[config.mk]
export PLATFORM = sky130hd
export DESIGN_NAME = golden_nonce_arbiter
export DESIGN_NICKNAME = d
export VERILOG_FILES = /design/src/rtl/golden_nonce_arbiter.sv
export SDC_FILE = /design/constraint.sdc
export NUM_CORES = 1
export LEC_CHECK = 0
export BUFFER_PORTS_ARGS = -buffer_cell sky130_fd_sc_hd__buf_2
export CAP_MARGIN = 20
export CORE_MARGIN = 3
export CORE_UTILIZATION = 30
export CTS_BUF_LIST = sky130_fd_sc_hd__clkbuf_8
export DETAILED_ROUTE_END_ITERATION = 10
export SYNTH_ARGS = -nofsm -noshare
export SYNTH_HDL_FRONTEND = slang
export SYNTH_SLANG_ARGS = --single-unit
[constraint.sdc]
create_clock -name clk_i -period 8.8 [get_ports clk_i]
set_input_delay 1.32 -clock clk_i [delete_from_list [all_inputs] [get_ports clk_i]]
set_output_delay 1.32 -clock clk_i [all_outputs]
set_load 0.005 [all_outputs]
[src/rtl/golden_nonce_arbiter.sv]
// golden_nonce_arbiter
// Gathers golden-nonce strobes from the hashing cores into one-deep per-core
// holding registers and hands them, round-robin, one at a time to the shared
// serial transmitter over a send/busy handshake.
//
// state       | meaning
// ------------+---------------------------------------------------------
// S_IDLE      | transmitter free; grant the next pending core if any
// S_WAIT_BUSY | word offered, waiting for tx_busy (abandoned on timeout)
// S_WAIT_IDLE | transmitter busy with our word, waiting for it to finish

module golden_nonce_arbiter #(
   parameter int NUM_CORES    = 4,
   parameter int BUSY_TIMEOUT = 8
) (
   input  logic                     clk_i,
   input  logic                     reset_i,
   input  logic [NUM_CORES-1:0]     core_golden_i,
   input  logic [32*NUM_CORES-1:0]  core_nonce_i,
   input  logic                     new_work_i,
   input  logic                     clear_overflow_i,
   input  logic                     tx_busy_i,
   output logic                     tx_send_o,
   output logic [31:0]              tx_word_o,
   output logic [NUM_CORES-1:0]     pending_o,
   output logic [NUM_CORES-1:0]     overflow_o,
   output logic [15:0]              sent_count_o
);

   localparam int PTR_W = (NUM_CORES > 1) ? $clog2(NUM_CORES) : 1;
   localparam logic [7:0] TIMER_LAST = 8'(BUSY_TIMEOUT - 1);

   typedef enum logic [1:0] {
      S_IDLE      = 2'd0,
      S_WAIT_BUSY = 2'd1,
      S_WAIT_IDLE = 2'd2
   } state_t;

   state_t               state_q;
   logic [PTR_W-1:0]     rr_ptr_q;
   logic [7:0]           timer_q;
   logic                 tx_send_q;
   logic [31:0]          tx_word_q;
   logic [15:0]          sent_count_q;

   logic [NUM_CORES-1:0] pending_q, pending_d;
   logic [NUM_CORES-1:0] overflow_q, overflow_d;
   logic [31:0]          hold_q [NUM_CORES];
   logic [31:0]          hold_d [NUM_CORES];

   logic                 hi_found, lo_found, grant_found, grant_fire;
   logic [PTR_W-1:0]     hi_idx, lo_idx, grant_idx, rr_next;

   // Round-robin search: lowest pending index at or above rr_ptr, else the
   // lowest pending index overall (which then necessarily lies below rr_ptr).
   always_comb begin
      hi_found = 1'b0;
      lo_found = 1'b0;
      hi_idx   = '0;
      lo_idx   = '0;
      for (int i = NUM_CORES - 1; i >= 0; i--) begin
         if (pending_q[i]) begin
            lo_found = 1'b1;
            lo_idx   = PTR_W'(i);
            if (PTR_W'(i) >= rr_ptr_q) begin
               hi_found = 1'b1;
               hi_idx   = PTR_W'(i);
            end
         end
      end
      grant_found = hi_found | lo_found;
      grant_idx   = hi_found ? hi_idx : lo_idx;
      rr_next     = (grant_idx == PTR_W'(NUM_CORES - 1)) ? '0 : grant_idx + PTR_W'(1);
      grant_fire  = (state_q == S_IDLE) && grant_found && !new_work_i;
   end

   // Holding registers: a grant frees its slot in time for a same-edge strobe;
   // new_work flushes everything, including a strobe arriving with it.
   always_comb begin
      pending_d  = pending_q;
      overflow_d = overflow_q & ~{NUM_CORES{clear_overflow_i}};
      hold_d     = hold_q;
      for (int i = 0; i < NUM_CORES; i++) begin
         if (new_work_i) begin
            pending_d[i] = 1'b0;
         end else begin
            if (grant_fire && (grant_idx == PTR_W'(i))) begin
               pending_d[i] = 1'b0;
            end
            if (core_golden_i[i]) begin
               if (!pending_d[i]) begin
                  hold_d[i]    = core_nonce_i[32*i +: 32];
                  pending_d[i] = 1'b1;
               end else begin
                  overflow_d[i] = 1'b1;
               end
            end
         end
      end
   end

   // Register the per-core holding state.
   always_ff @(posedge clk_i or posedge reset_i) begin
      if (reset_i) begin
         pending_q  <= '0;
         overflow_q <= '0;
         for (int i = 0; i < NUM_CORES; i++) begin
            hold_q[i] <= '0;
         end
      end else begin
         pending_q  <= pending_d;
         overflow_q <= overflow_d;
         hold_q     <= hold_d;
      end
   end

   // Transmit handshake FSM with registered tx outputs.
   always_ff @(posedge clk_i or posedge reset_i) begin
      if (reset_i) begin
         state_q      <= S_IDLE;
         rr_ptr_q     <= '0;
         timer_q      <= '0;
         tx_send_q    <= 1'b0;
         tx_word_q    <= '0;
         sent_count_q <= '0;
      end else begin
         case (state_q)
            S_IDLE: begin
               tx_send_q <= 1'b0;
               if (grant_fire) begin
                  tx_word_q    <= hold_q[grant_idx];
                  tx_send_q    <= 1'b1;
                  sent_count_q <= sent_count_q + 16'd1;
                  timer_q      <= '0;
                  rr_ptr_q     <= rr_next;
                  state_q      <= S_WAIT_BUSY;
               end
            end
            S_WAIT_BUSY: begin
               tx_send_q <= 1'b0;
               if (tx_busy_i) begin
                  state_q <= S_WAIT_IDLE;
               end else if (timer_q == TIMER_LAST) begin
                  state_q <= S_IDLE;
               end else begin
                  timer_q <= timer_q + 8'd1;
               end
            end
            S_WAIT_IDLE: begin
               tx_send_q <= 1'b0;
               if (!tx_busy_i) begin
                  state_q <= S_IDLE;
               end
            end
            default: begin
               tx_send_q <= 1'b0;
               state_q   <= S_IDLE;
            end
         endcase
      end
   end

   assign tx_send_o    = tx_send_q;
   assign tx_word_o    = tx_word_q;
   assign pending_o    = pending_q;
   assign overflow_o   = overflow_q;
   assign sent_count_o = sent_count_q;

endmodule
==> impl_metrics.toml, run 1 <==
[floorplanning]
die_y_um = 176
num_rows = 61
io-pin-count = 194
fp.dieArea_sq_um = 31100
die_w_um = 176
core_sq_um = 28200
start_util_pct = 30.9

[setup_path]
crit_fanout = 53
path_class = "reg2reg"
timing.critical_path.from_type = "flop"
end_kind = "flop"
arrival_ps = 5040
cp.required_ps = 9140
rr_worst_depth = 9

[finish]
final_common_cell = "dfrtp_1"
drive_above_1_share_pct = 48.3
nNetsFinal = 959
syn2layout_area_growth_pct = 20.5
finish.utilization_pct = 37.2
final_area_sq_um = 10500
layout_common_cells = "dfrtp_1, buf_2, mux2_2"

[global_routing]
grt_max_degree = 120
grt_first_pass_wirelength_mm = 33.7
first_global_vias = 5948
grt_remaining_overflow = 0
grt_use_total_pct = 14.1
antenna_found_initial = 3

[clock_network]
clock_path_buffers = 2
htree_num_levels = 4
cts_inserted_buffers = 17
clock_sinks = 197
postCtsSetupRepairBufs = 0
clk-insertion-delay-late_ps = 460
cts-resized-gates = 0
cts_root_buf = "clkbuf_8"
cts_tree = "yes"
postCtsHoldBufs = 0
clk_pin_slew_ps = 110

[route]
drt_pass1_iterations = 4
wirelength_mm = 21.6
vias_per_cell = 4.66
vias = 5628
drc = 0
wl_per_cell_um = 17.9
drtIter0Drc = 304
drtAntennaViolNets = 0

[sta]
fin_worst_skew_ps = 15.2
hold_viol = 0
fin_ws_ps = 4100
rsz0062_at_grt = "false"
tns_ps = 0
slew_headroom_pct = 31.7
setup_viol = 0
slew_viol_final = 0
min_period_over_period_pct = 53.4
layout_min_cycle_time_ps = 4700
fmax_mhz = 213
worst_pin_slew_ps = 1020

[synthesis]
synthCells = 628
synth_ff_type = "dfrtp_1"
synth-async-reset-ratio_pct = 100
synth_edf_count = 0
yosys.area.top_type = "dfrtp_1"
ys_warn_count = 0
seq_area_frac_synth_pct = 56.6
synth_xor_area_share_pct = 2.21
synth_simple_gate_area_share_pct = 6.29
synthAdderAreaFrac_pct = 0.861
yosysTopAreaCellShare_pct = 56.6
netlist_area_sq_um = 8720
ys_seq_elements = 197
synth_compound_area_share_pct = 6.82
yosys.cell_types.count = 37
synth_nets = 771
synth_top_family_by_area = "multiplexers"
synthMuxAreaShare_pct = 24.1
syn_area_per_cell_sq_um = 13.9
synthTopCellsByArea = "dfrtp_1, mux2_2, mux2i_1, a221oi_2, nor2_1"

[pwr]
p_leak_nw = 4.73
power_w = 0.00285
p_per_area_nw_per_um2 = 272
max-vdd-ir-drop_mv = 0.116

[place]
pre_cts_ws_ps = 4000
gp_congestion = 0.727
portBuffers = 193
hpwlAfterDp_mm = 14.7
dpl-instance-area_sq_um = 10000

[run]
max_cap_violations = 0

[worst_hold_path]
hp-class = "reg2reg"
holdPathStages = 1

[run_status]
status = "complete, no violations"
-- power breakdown --
group / leakage, nW / total (W) / internal (W) / switching [W]
combinational: 2.16 / 0.000847 / 0.000428 / 0.000418
sequential: 2.34 / 0.00133 / 0.00116 / 0.000166
clock: 0.226 / 0.000676 / 0.000327 / 0.000349
-- worst max-delay path: stages, from the launching register on --
cell and delay [ps]:
dfrtp_1 460, nand2b_1 130, a21oi_1 100, a211oi_4 860, buf_4 850, ha_1 280
a21boi_0 190, nor3b_4 790, buf_4 410, mux2_2 370
-- path summary, 6_finish.rpt --
| check | slack, ps | endpoint | start |
|---|---|---|---|
| min in group asynchronous | 1000 | hold_q[51] | reset_i |
| min reg2reg | 470 | sent_count_o[15] | sent_count_o[15] |
| max in group asynchronous | 6290 | tx_word_o[1] | reset_i |
| max reg2reg | 4100 | hold_q[27] | rr_ptr_q[1] |
| max | 4100 | hold_q[27] | rr_ptr_q[1] |
| min | 470 | sent_count_o[15] | sent_count_o[15] |
-- cell families (layout without fill, tap and decap cells) --
logic type,count (synthesis),count (layout)
DFF,197,197
buffers and inverters,45,246
muxes,194,194
other,0,2
AOI/OAI and AO/OA,51,51
and+or+nand+nor,113,113
adders and majority gates,6,6
xor gates and xnor gates,22,22
-- synthesized netlist by cell type, types with 3 or more instances --
cell      instances
dfrtp_1         197
mux2_2          128
mux2i_1          66
nor2_1           57
a221oi_2         28
buf_2            18
nand2_1          17
xnor2_1          15
inv_1            12
o21ai_0           8
nand3_1           7
xor2_1            7
ha_1              6
a221oi_1          5
and3_1            5
buf_4             5
clkbuf_1          5
nand4_1           5
a21boi_0          4
nand3b_1          4
nor3_1            4
nor3b_2           4
buf_12            3
-- flip-flops by register name, summed over array words and instances (netlist names) --
name          cells
tx_send_o         1
timer_q           8
state_q           2
sent_count_o     16
hold_q          128
pending_o         4
overflow_o        4
tx_word_o        32
rr_ptr_q          2
-- layout make-up --
cell class                      instances  area (sq um)
Timing Repair Buffer                  202          1030
Tap cell                              378           473
Clock buffer                           18           248
Fill cell                            2762         17700
Multi-Input combinational cell        386          3550
Clock inverter                         14           213
Sequential cell                       197          4930
Inverter                               12          52.6
Antenna cell                            2          5.00
-- through the flow --
step / std cells / hold slack (ps)
after floorplan: 628 / 468
after global placement: 1175 / 457
after detailed placement: 1175 / 457
after CTS: 1207 / 476
after global routing: 1207 / 483
final: 1209 / 468
-- routing by layer --
layer  vias up  wire length [um]  share of wire, %  GRT usage [%]
met3        19              1140               5.3           3.48
li1       2632                 -                 -              -
met5         -                30              0.14              0
met4         6               278               1.3           3.67
met2       135              9840                46           22.0
met1      2836             10300                48           19.7
Note: power is estimated with default switching activity, not from simulation.
==> run 2: changes to the inputs <==
==> constraint.sdc (replaced) <==
create_clock -name clk_i -period 4.1 [get_ports clk_i]
set_input_delay 0.615 -clock clk_i [delete_from_list [all_inputs] [get_ports clk_i]]
set_output_delay 0.615 -clock clk_i [all_outputs]
set_load 0.005 [all_outputs]
==> run 2 against run 1 <==
Net effect:
- hold slack got worse by 210 ps
- non-clock buffer count rose by 8
- sequential cell count did not move
- via count rose by 0.41%
- final cell count rose by 0.50%
- fmax rose by 73%
- critical path type unchanged
==> impl_metrics.toml, run 2 (same netlist as run 1, synthesis figures left out) <==
[sta]
tns_ps = 0
fin_worst_skew_ps = 26.4
rsz0062_at_grt = "false"
slew_viol_final = 0
setup_viol = 0
min_period_over_period_pct = 66.4
layout_min_cycle_time_ps = 2720
hold_viol = 0
fmax_mhz = 367
worst_pin_slew_ps = 933
slew_headroom_pct = 37.8

[floorplanning]
num_rows = 61
fp.dieArea_sq_um = 31100
die_w_um = 176
start_util_pct = 30.9
die_y_um = 176
core_sq_um = 28200
io-pin-count = 194

[clock_network]
cts-resized-gates = 0
postCtsSetupRepairBufs = 0
clock_path_buffers = 2
cts_inserted_buffers = 17
clk-insertion-delay-late_ps = 480
htree_num_levels = 4
cts_tree = "yes"
clk_pin_slew_ps = 120
postCtsHoldBufs = 0
cts_root_buf = "clkbuf_8"
clock_sinks = 197

[setup_path]
path_common_cell = "inv_1"
timing.rr.end = "hold_q[70]"
cp_cell_sequence = "inv_1, o21ai_0, a221oi_2, inv_1, ha_1, a21boi_0, nor3b_4, buf_4, mux2_2"
cp.required_ps = 4450
crit_fanout = 21
rr_worst_depth = 9
cp_slowest_cell = "a221oi_2"
arrival_ps = 3070
timing.critical_path.from_type = "flop"
end_kind = "flop"
crit_path_max_incr_delay_ps = 480
path_class = "reg2reg"
reg2reg_from = "rr_ptr_q[0]"
r2r_slack_ps = 1380

[global_routing]
antenna_found_initial = 4
grt_max_degree = 126
first_global_vias = 6027
grt_first_pass_wirelength_mm = 34.6
grt_use_total_pct = 14.6
grt_remaining_overflow = 0

[finish]
drive_above_1_share_pct = 48.4
layout_common_cells = "dfrtp_1, buf_2, mux2_2"
nNetsFinal = 967
largest_register_ffs = 128
finish.utilization_pct = 37.1
fill_cells = 2779
syn2layout_area_growth_pct = 20.2
final_common_cell = "dfrtp_1"
regMostFlops = "hold_q"

[place]
gp_congestion = 0.706
hpwlAfterDp_mm = 15.3
portBuffers = 193

[worst_hold_path]
hp-class = "in2async"

[route]
wirelength_mm = 22.1
drtAntennaViolNets = 0
vias = 5651
drtIter0Drc = 174
wl_per_cell_um = 18.2
vias_per_cell = 4.65
drc = 0
drt_pass1_iterations = 4

[pwr]
internal_power_w = 0.00392
pwr-share-seq_pct = 48.2
p_sw_share_pct = 34.0
p_leak_nw = 4.73
p_per_area_nw_per_um2 = 567
clkPwrFrac_pct = 20.8
power.switching_w = 0.00202
max-vdd-ir-drop_mv = 0.251
combPwrFrac_pct = 31.0

[run]
max_cap_violations = 0

[run_status]
status = "complete, no violations"
run 2: cell types whose count changed in the layout (fill, tap and decap cells not counted):
cell / before / now
inv_1: 10 / 12
inv_8: 4 / 0
buf_4: 9 / 16
clkinv_4: 3 / 2
bufinv_16: 4 / 1
buf_12: 0 / 1
clkinvlp_4: 2 / 4
inv_6: 2 / 6
clkbuf_8: 18 / 17
diode_2: 2 / 1
run 2: per-stage QoR:
stage | setup slack (ps) | hold slack (ps) | instances | area (sq um) | total power, W
after global placement | 1440 | 459 | 1183 | 10100 | 0.00474
after detailed placement | 1400 | 464 | 1183 | 10100 | 0.00478
after floorplan | 939 | 468 | 628 | 8720 | 0.00415
final | 1380 | 261 | 1215 | 10500 | 0.00594
after global routing | 1090 | 307 | 1215 | 10500 | 0.00635
after CTS | 1360 | 308 | 1214 | 10500 | 0.00604
run 2: worst max-delay path: cells and delay by family (launching register included):
family	cells	cell delay [ps]
and+or+nand+nor	1	90
buffers and inverters	3	530
DFF	1	430
muxes	1	320
AOI/OAI and AO/OA	3	980
adders and majority gates	1	220
run 2: routing by layer:
layer  vias to the layer above  share of wire (%)  GRT usage, %  routed length, um
met3                        19                5.3          4.22               1180
met4                         6                1.1          3.40                238
met2                       131                 47          23.3              10300
met5                         -               0.17             0                 37
met1                      2834                 47          19.7              10400
li1                       2661                  -             -                  -
run 2: worst max-delay path by stage:
stage,startpoint,end,slack [ps],cells after the start
floorplan,reset_i,hold_q[0],940,1
global placement,pending_o[3],hold_q[81],1440,8
detailed placement,pending_o[0],hold_q[70],1400,9
CTS,pending_o[3],hold_q[70],1360,8
global route,pending_o[3],hold_q[70],1090,8
finish,rr_ptr_q[0],hold_q[70],1380,9
run 2: layout make-up:
| class | instances | area [sq um] | area share, % |
|---|---|---|---|
| inverters | 12 | 48.8 | 0.466 |
| well taps | 378 | 473 | 4.51 |
| multi-input cells | 386 | 3550 | 33.9 |
| flip-flops and latches | 197 | 4930 | 47.1 |
| clock inverters | 14 | 130 | 1.24 |
| clock buffers | 17 | 234 | 2.23 |
| diodes | 1 | 2.50 | 0.0239 |
| repair buffers | 210 | 1110 | 10.6 |
run 2: power by group through the flow:
stage	Clock, W	Combinational, W	Sequential, W
final	0.00123	0.00184	0.00286
after global routing	0.00136	0.00205	0.00294
after CTS	0.00129	0.00189	0.00287
after detailed placement	0	0.00188	0.00290
after global placement	0	0.00184	0.00290
after floorplan	0	0.00134	0.00281
==> run 3: changes to the inputs <==
--- a/config.mk
+++ b/config.mk
@@ -5,6 +5,7 @@
 export SDC_FILE = /design/constraint.sdc
 export NUM_CORES = 1
 export LEC_CHECK = 0
+export ABC_AREA = 1
 export BUFFER_PORTS_ARGS = -buffer_cell sky130_fd_sc_hd__buf_2
 export CAP_MARGIN = 20
 export CORE_MARGIN = 3
==> constraint.sdc (replaced) <==
create_clock -name clk_i -period 2.2 [get_ports clk_i]
set_input_delay 0.33 -clock clk_i [delete_from_list [all_inputs] [get_ports clk_i]]
set_output_delay 0.33 -clock clk_i [all_outputs]
set_load 0.005 [all_outputs]
==> run 3 against run 2 <==
Net effect:
- highest routed layer is now met4
- sequential power grew 79%
- global-route usage grew 1.8 points
- synthesized area grew 6.7%
- final area grew 9.5%
- largest power group unchanged
==> impl_metrics.toml, run 3 <==
[run_status]
status = "complete, no violations"

[setup_path]
cp_cell_sequence = "inv_1, nand3_4, nand2_4, nor2_4, nand2_4, nand2_2, inv_1, ha_1, nand2_1, nand2_2, nand2_4, clkbuf_16, nor2_1, a21oi_1"
cp.required_ps = 2610
crit_fanout = 7
timing.critical_path.from_type = "flop"
rr_worst_depth = 14
path_common_cell = "nand2_4"
arrival_ps = 2490
crit_path_max_incr_delay_ps = 400
end_kind = "flop"
cp_slowest_cell = "dfrtp_1"
path_class = "reg2reg"
timing.rr.end = "hold_q[127]"
r2r_slack_ps = 120
reg2reg_from = "rr_ptr_q[0]"

[synthesis]
synth-async-reset-ratio_pct = 100
synth_most_common_cell = "nand2_1"
synthCells = 1161
yosysTopAreaCellShare_pct = 53.0
yosys-top-cells-count = "nand2_1, dfrtp_1, nand3_1, inv_1, nor2_1"
syn_area_per_cell_sq_um = 8.01
synth_nets = 1304
seq_area_frac_synth_pct = 53.0
netlist_area_sq_um = 9300
synth_edf_count = 0
yosys.cell_types.count = 26
synth_ff_type = "dfrtp_1"
yosys.area.top_type = "dfrtp_1"
synthTopCellsByArea = "dfrtp_1, nand3_1, nand2_1, a21oi_1, inv_1"
ys_seq_elements = 197
ys_warn_count = 0

[pwr]
p_leak_nw = 6.18
internal_power_w = 0.00746
p_sw_share_pct = 40.8
p_per_area_nw_per_um2 = 1100
combPwrFrac_pct = 39.6
power.switching_w = 0.00514
clkPwrFrac_pct = 19.8
max-vdd-ir-drop_mv = 0.396
pwr-share-seq_pct = 40.6

[route]
drtAntennaViolNets = 0
vias = 8201
drt_pass1_iterations = 5
wirelength_mm = 28.6
drc = 0
drtIter0Drc = 539
wl_per_cell_um = 16.3
vias_per_cell = 4.67

[sta]
fin_ws_ps = 122
setup_viol = 0
fin_worst_skew_ps = 24.5
hold_viol = 0
slew_headroom_pct = 67.7
worst_pin_slew_ps = 483
layout_min_cycle_time_ps = 2080
fmax_mhz = 481
tns_ps = 0
slew_viol_final = 0
min_period_over_period_pct = 94.4

[clock_network]
htree_num_levels = 4
cts_root_buf = "clkbuf_8"
clock_path_buffers = 2
cts_tree = "yes"
clk_pin_slew_ps = 120
cts_inserted_buffers = 17
clk-insertion-delay-late_ps = 490
clock_sinks = 197

[place]
gp_congestion = 0.810
portBuffers = 193
dpl.cell_count = 1715
pre_cts_ws_ps = 92.8
hpwlAfterDp_mm = 19.7
dpl-instance-area_sq_um = 10800

[finish]
finish.utilization_pct = 38.1
syn2layout_area_growth_pct = 23.3
layout_common_cells = "nand2_1, dfrtp_1, buf_2"
drive_above_1_share_pct = 21.7
fin_cells = 1757
final_common_cell = "nand2_1"
largest_register_ffs = 128
nNetsFinal = 1496
final_area_sq_um = 11500
regMostFlops = "hold_q"

[worst_hold_path]
holdPathStages = 3
min_from = "core_nonce_i[46]"
worstHoldEndpoint = "hold_q[78]"
hp-class = "in2reg"

[global_routing]
antenna_found_initial = 0
grt_max_degree = 82
first_global_vias = 7988
grt_first_pass_wirelength_mm = 43.2
grt_use_total_pct = 16.4
grt_remaining_overflow = 0

[floorplanning]
fp.dieArea_sq_um = 33100
die_w_um = 182
io-pin-count = 194
die_y_um = 182
num_rows = 63
core_sq_um = 30100
start_util_pct = 30.9

[run]
max_cap_violations = 0
[run 3: kinds of logic (layout without fill, tap and decap cells)]
group | after synthesis | after routing | synth area share [%]
simple gates | 567 | 567 | 26.1
compound gates | 154 | 154 | 8.37
xor+xnor | 14 | 14 | 1.32
other cells | 0 | 1 | 0
buf+inv | 223 | 428 | 10.4
fa+ha+maj | 6 | 6 | 0.807
flops | 197 | 197 | 53.0
[run 3: critical path, delay by kind of cell, from the launching register on]
kind,cells,cell delay [ps]
and+or+nand+nor,9,950
DFF,1,400
buffers and inverters,3,370
adders and majority gates,1,190
AOI/OAI and AO/OA,1,110
[run 3: worst max-delay path by stage]
| stage | start | end | cells after the start |
|---|---|---|---|
| after floorplan | reset_i | hold_q[0] | 1 |
| after global placement | pending_o[2] | hold_q[73] | 12 |
| after detailed placement | pending_o[2] | hold_q[57] | 13 |
| after CTS | pending_o[2] | hold_q[34] | 13 |
| after global routing | rr_ptr_q[0] | hold_q[97] | 14 |
| final | rr_ptr_q[0] | hold_q[127] | 14 |
[run 3: power groups by stage]
stage          combinational [W]  sequential, W  clock (W)
6_report                 0.00499        0.00511    0.00250
5_1_grt                  0.00565        0.00523    0.00270
4_1_cts                  0.00490        0.00511    0.00258
3_5_place_dp             0.00488        0.00519          0
3_3_place_gp             0.00480        0.00517          0
2_1_floorplan            0.00317        0.00513          0
[run 3: what timing repair did]
item | CTS | global route
setup buffers | 0 | 3
endpoints found under the hold margin | 8 | 0
hold buffers | 1 | 0
endpoints found under the setup margin | 0 | 128
resized for setup | 0 | 14
[run 3: routing by layer]
metal / routed length, um / vias to the layer above / GRT usage, %
met3: 1750 / 35 / 2.67
li1: - / 4031 / -
met1: 13100 / 3872 / 23.4
met4: 448 / 0 / 4.20
met2: 13200 / 263 / 26.0
met5: 0 / - / 0
[run 3: final cells by class]
| type | count | area, sq um |
|---|---|---|
| clock buffer | 18 | 248 |
| inverter | 159 | 601 |
| multi-input combinational | 741 | 3480 |
| timing repair buffer | 237 | 1550 |
| antenna | 1 | 2.50 |
| sequential | 197 | 4930 |
| clock inverter | 14 | 163 |
| tap | 390 | 488 |
| fill | 3169 | 18600 |
[run 3: stage by stage]
step / hold WS, ps / total power [W]
3_3_place_gp: 335 / 0.00997
6_report: 71.3 / 0.0126
5_1_grt: 58.2 / 0.0136
4_1_cts: 40.3 / 0.0126
3_5_place_dp: 331 / 0.0101
2_1_floorplan: 440 / 0.00830
